$ cat src/rtl/main_stream_ctrl_pkg.sv
// Shared types and defaults for the kernel launch/sequencing controller.
// The credit width helper gives the smallest width able to hold MAX_INFLIGHT.
package main_stream_ctrl_pkg;

    typedef enum logic [1:0] {
        IDLE  = 2'd0,
        RUN   = 2'd1,
        DRAIN = 2'd2,
        DONE  = 2'd3
    } state_t;

    localparam int DEF_CNTW         = 32;
    localparam int DEF_MAX_INFLIGHT = 16;

    function automatic int credit_width(input int max_inflight);
        int w;
        w = 1;
        for (int i = 1; i < 31; i++) begin
            if ((1 << i) <= max_inflight) w = i + 1;
        end
        return w;
    endfunction

endpackage

$ cat src/rtl/main_ctrl_credit_cnt.sv
// Up/down saturating credit counter: words accepted by the kernel but not yet emitted.
// Simultaneous inc and dec leave the count unchanged.
module main_ctrl_credit_cnt #(
    parameter int W = 8
) (
    input  logic         clk,
    input  logic         rst,
    input  logic         clr,
    input  logic         inc,
    input  logic         dec,
    input  logic [W-1:0] limit,
    output logic         full,
    output logic         empty
);

    logic [W-1:0] count_reg, count_next;

    assign full  = (count_reg >= limit);
    assign empty = (count_reg == '0);

    always_comb begin
        count_next = count_reg;
        if (clr) begin
            count_next = '0;
        end else if (inc && !dec && !full) begin
            count_next = count_reg + 1'b1;
        end else if (dec && !inc && !empty) begin
            count_next = count_reg - 1'b1;
        end
    end

    always_ff @(posedge clk or posedge rst) begin
        if (rst) count_reg <= '0;
        else     count_reg <= count_next;
    end

endmodule

$ cat src/rtl/main_stream_ctrl.sv
// Launch/sequencing controller in front of the vectorised kernel top: gates the source stream,
// bounds in-flight words with credits, pulses done. Optional cycle counter: MAIN_STREAM_CTRL_PERF_CNT_EN.
module main_stream_ctrl
    import main_stream_ctrl_pkg::*;
#(
    parameter int CNTW         = DEF_CNTW,
    parameter int MAX_INFLIGHT = DEF_MAX_INFLIGHT,
    parameter int CRW          = 8
) (
    input  logic            clk,
    input  logic            rst,
    input  logic            start,
    input  logic [CNTW-1:0] num_words,
    output logic            busy,
    output logic            done,
    output logic            err,
    input  logic            src_valid,
    output logic            src_ready,
    output logic            k_ivalid,
    input  logic            k_iready,
    input  logic            k_ovalid,
    output logic            k_oready,
    output logic            snk_valid,
    input  logic            snk_ready,
    output logic [31:0]     cycle_count
);

    // Never narrower than MAX_INFLIGHT needs, even if CRW is misconfigured.
    localparam int CW = (CRW > credit_width(MAX_INFLIGHT)) ? CRW : credit_width(MAX_INFLIGHT);

    state_t          state_reg, state_next;
    logic [CNTW-1:0] tgt_reg, in_cnt_reg, out_cnt_reg;
    logic            err_reg;
    logic            credit_full, credit_empty;
    logic            accept_start, issue_ok, out_ok;
    logic            in_beat, out_beat, spur_beat, out_last;

    assign accept_start = (state_reg == IDLE) && start;
    assign issue_ok     = (state_reg == RUN) && (in_cnt_reg < tgt_reg) && !credit_full;
    assign out_ok       = (state_reg == RUN) || (state_reg == DRAIN);

    assign k_ivalid  = src_valid & issue_ok;
    assign src_ready = k_iready & issue_ok;
    assign in_beat   = src_valid & k_iready & issue_ok;

    // Kernel output with no outstanding credit is swallowed and flagged, never forwarded.
    assign snk_valid = k_ovalid & out_ok & !credit_empty;
    assign k_oready  = snk_ready & out_ok;
    assign out_beat  = k_ovalid & k_oready & !credit_empty;
    assign spur_beat = k_ovalid & k_oready & credit_empty;
    assign out_last  = out_beat && ((out_cnt_reg + CNTW'(1)) == tgt_reg);

    assign err = err_reg;

    main_ctrl_credit_cnt #(
        .W(CW)
    ) u_credit (
        .clk   (clk),
        .rst   (rst),
        .clr   (accept_start),
        .inc   (in_beat),
        .dec   (out_beat),
        .limit (CW'(MAX_INFLIGHT)),
        .full  (credit_full),
        .empty (credit_empty)
    );

    always_comb begin
        state_next = state_reg;
        busy       = 1'b0;
        done       = 1'b0;
        case (state_reg)
            IDLE: begin
                if (start) state_next = (num_words == '0) ? DONE : RUN;
            end
            RUN: begin
                busy = 1'b1;
                if (out_last)                     state_next = DONE;
                else if (in_cnt_reg == tgt_reg)   state_next = DRAIN;
            end
            DRAIN: begin
                busy = 1'b1;
                if (out_last) state_next = DONE;
            end
            DONE: begin
                done       = 1'b1;
                state_next = IDLE;
            end
            default: state_next = IDLE;
        endcase
    end

    always_ff @(posedge clk or posedge rst) begin
        if (rst) begin
            state_reg   <= IDLE;
            tgt_reg     <= '0;
            in_cnt_reg  <= '0;
            out_cnt_reg <= '0;
            err_reg     <= 1'b0;
        end else begin
            state_reg <= state_next;
            if (accept_start) begin
                tgt_reg     <= num_words;
                in_cnt_reg  <= '0;
                out_cnt_reg <= '0;
                err_reg     <= 1'b0;
            end else begin
                if (in_beat)   in_cnt_reg  <= in_cnt_reg + 1'b1;
                if (out_beat)  out_cnt_reg <= out_cnt_reg + 1'b1;
                if (spur_beat) err_reg     <= 1'b1;
            end
        end
    end

`ifdef MAIN_STREAM_CTRL_PERF_CNT_EN
    logic [31:0] perf_reg;

    // Only advances in RUN/DRAIN, so the value holds from done until the next start.
    always_ff @(posedge clk or posedge rst) begin
        if (rst)                              perf_reg <= '0;
        else if (accept_start)                perf_reg <= '0;
        else if (out_ok && (perf_reg != '1))  perf_reg <= perf_reg + 1'b1;
    end

    assign cycle_count = perf_reg;
`else
    assign cycle_count = '0;
`endif

endmodule

$ cat config.mk
export PLATFORM = sky130hd
export DESIGN_NAME = main_stream_ctrl
export DESIGN_NICKNAME = d
export VERILOG_FILES = /design/src/rtl/main_stream_ctrl_pkg.sv /design/src/rtl/main_ctrl_credit_cnt.sv /design/src/rtl/main_stream_ctrl.sv
export SDC_FILE = /design/constraint.sdc
export NUM_CORES = 1
export LEC_CHECK = 0
export CORE_MARGIN = 3
export CORE_UTILIZATION = 52
export CTS_CLUSTER_DIAMETER = 40
export CTS_CLUSTER_SIZE = 20
export DETAILED_ROUTE_END_ITERATION = 8
export PLACE_DENSITY = 0.77
export SLEW_MARGIN = 25
export SYNTH_ARGS = -nofsm -noshare
export SYNTH_HDL_FRONTEND = slang
export SYNTH_SLANG_ARGS = --single-unit
$ cat constraint.sdc
create_clock -name clk -period 4.12 [get_ports clk]
set_clock_uncertainty 0.1 [all_clocks]
set_input_delay 0.824 -clock clk [delete_from_list [all_inputs] [get_ports clk]]
set_output_delay 0.824 -clock clk [all_outputs]
set_load 0.005 [all_outputs]
==> reports/metrics.yaml <==
critical_path:
  path_cells: "nand4_4, or4_1, or4_4, xnor2_1, or4_1, or4_1, nor4_4, o21ai_1, mux2_4"
  crit_path_end_kind: "flop"
  cp.required_ns: 4.27
  cp_common_cell: "or4_1"
  worst-path-buf-inv: 0
  start_kind: "flop"
  reg2reg_from: "out_cnt_reg[6]"
  critPathTopFamily: "simple AND/OR/NAND/NOR gates"
  crit_type: "flop to flop"
  path_max_fanout: 7
  cp_slowest_stage_delay_ns: 0.60
  crit_path_top_delay_cell: "or4_1"
  cp-startpoint: "out_cnt_reg[6]"
  cp_data_arrival_time_ns: 4.10
logic_synthesis:
  synthArstFlopShare_pct: 100
  yosys-top-cells-count: "dfrtp_1, nand2_1, o21ai_0"
  synth-seq-area-share_pct: 35.6
  synth.most_common_cell: "dfrtp_1"
  syn_avg_cell_area_um2: 8.38
  synth_cells: 897
  ys_ff_latch: 107
  yosys_warnings: 0
  post-synth-top-area-cell: "dfrtp_1"
  synth.distinct_cells: 63
  synth_area_leaders: "dfrtp_1, ha_1, o21ai_0"
  netlist_area_um2: 7520
  synth_edf_count: 0
  netlist.area_leader.share_pct: 35.6
  ys.flop_type: "dfrtp_1"
global_routing:
  grt_max_degree: 77
  met1_usage_pct: 32.6
  met2_usage_pct: 38.2
  grt-busiest-layer: "met2"
  grt_usage_pct: 24.1
  overflow: 0
  grt_pass1_wl_mm: 31.2
  antenna_found_initial: 0
  globalRouteMet3Util_pct: 4.16
  grt_pass1_vias: 6311
clocking:
  clock_path_buffers: 2
  cts_tree: "built"
  cts.htree.levels: 3
  cts_root_buf: "clkbuf_16"
  numCtsBuffers: 9
  cts_sinks: 107
  cts.clk_slew.worst_paths_ns: 0.07
  worstSkewPairLatency_ns: 0.36
final_layout:
  syn2layout_area_growth_pct: 14.3
  fin_util_pct: 61.4
  fill_cells: 1208
  regArea_um2: 2680
  diodes: 0
  nNetsFinal: 1037
  fin_cells: 1137
  multi_input_area_um2: 4400
  drive_above_1_share_pct: 8.57
sta:
  fin_crit_ns: 3.96
  period_share_pct: 96.0
  finalHoldViolations: 0
  tightest_slew_ns: 0.713
  slew_headroom_pct: 52.5
  fmax_mhz: 253
  whs_ns: 0.427
  setup_viol: 0
  slew_violations: 0
  fin_setup_tns_ns: 0
min_path:
  holdCritStartpoint: "err"
  hold_path_class: "flop to flop"
route:
  detail-route-antenna-nets: 0
  vias: 6593
  wl_per_cell_um: 16.7
  drc_errors: 0
  drt_iter0_drc: 609
  totalWireLength_mm: 18.9
  viasPerCell: 5.80
  drt_first_pass_iters: 6
floorplan:
  initial_core_util_pct: 53.7
  boundaryPins: 78
  fp.dieH_um: 126
  coreArea_um2: 14000
  placementRows: 43
  dieArea_um2: 15900
  die_w_um: 126
place:
  hpwl_mm: 14.1
  gp_congestion: 0.911
  io_buffers: 45
  place_inst: 1114
run:
  drv_cap: 0
power:
  ir_drop_mv: 0.500
  power_density_nw_per_um2: 519
  p_leak_nw: 3.77
status:
  status: "complete, no violations"
## cell usage in the layout (no fill, tap or decap), types with 4 or more instances in the layout
cell type / instances
xor2_1: 30
o31ai_1: 4
o211ai_1: 9
or4_1: 12
nor2_1: 55
and4_1: 8
ha_1: 44
o21ai_0: 79
dfrtp_1: 107
and3_1: 9
nor3_1: 18
nor4_1: 15
clkdlybuf4s50_1: 45
a21o_1: 14
o21a_1: 4
a21oi_1: 57
nor2b_1: 4
inv_1: 49
nand3_1: 34
and2_1: 7
clkbuf_16: 9
o21ai_1: 4
conb_1: 32
a31oi_1: 6
xnor2_1: 43
or3_1: 40
buf_4: 43
nand4_1: 29
nand2_1: 87
## metal layers
metal  wire (um)  share of wire [%]
met1        8490                 45
met2        8910                 47
met3         751                4.0
met4         786                4.1
met5           0                  0
## timing repair
item                       4_1_cts  5_1_grt
setup endpoints to repair        3        7
buffers inserted                 0        7
pin swaps                        1        6
resized for setup                3       11
hold buffers                     0        0
## where the power goes
part	leakage [nW]	switching, W	total, W	internal [W]
Clock	0.144	0.000422	0.000901	0.000479
Combinational	2.20	0.00119	0.00210	0.000908
Sequential	1.43	0.000195	0.00146	0.00127
Total	3.77	0.00181	0.00446	0.00266
## cell type report
class	instances	share of cell area [%]
multi-input combinational	694	51.2
sequential	107	31.1
timing repair buffer	89	9.23
clock buffer	10	2.66
tap	180	2.62
inverter	51	2.26
clock inverter	6	0.844
## logic make-up (layout without fill, tap and decap cells)
group,count (synthesis),in the layout,synth area share [%]
AND/OR/NAND/NOR,337,337,23.7
AO/OA/AOI/OAI,200,200,15.4
buffers and inverters,127,156,8.02
flip-flops,107,107,35.6
XOR/XNOR,73,73,8.50
adder cells (fa/ha/maj),46,46,7.76
multiplexers,6,6,0.899
other,1,32,0.0499
## final timing paths
kind / depth (start not counted) / endpoint / slack, ns
setup / recovery: 9 / state_reg[1] / 0.16
hold / removal: 2 / err / 0.43
setup reg to reg: 9 / state_reg[1] / 0.16
hold reg to reg: 2 / err / 0.43
max in group asynchronous: 3 / in_cnt_reg[22] / 2.32
min in group asynchronous: 2 / tgt_reg[2] / 0.84
## per-stage QoR
| step | instance area [um^2] | worst slack (ns) | total power (W) |
|---|---|---|---|
| floorplan | 7630 | 0.101 | 0.00283 |
| global placement | 8190 | 0.0537 | 0.00342 |
| detailed placement | 8190 | -0.0293 | 0.00347 |
| CTS | 8500 | 0.00139 | 0.00438 |
| global route | 8600 | -0.0277 | 0.00481 |
| finish | 8600 | 0.165 | 0.00446 |
## worst reg2reg max path: stages, from the launching register on
cell and delay (ns):
dfrtp_1 0.40, nand4_4 0.16, or4_1 0.60, or4_4 0.58, xnor2_1 0.16, or4_1 0.51, or4_1 0.60, nor4_4 0.31
o21ai_1 0.13, mux2_4 0.31
Note: power is estimated with default switching activity, not from simulation.
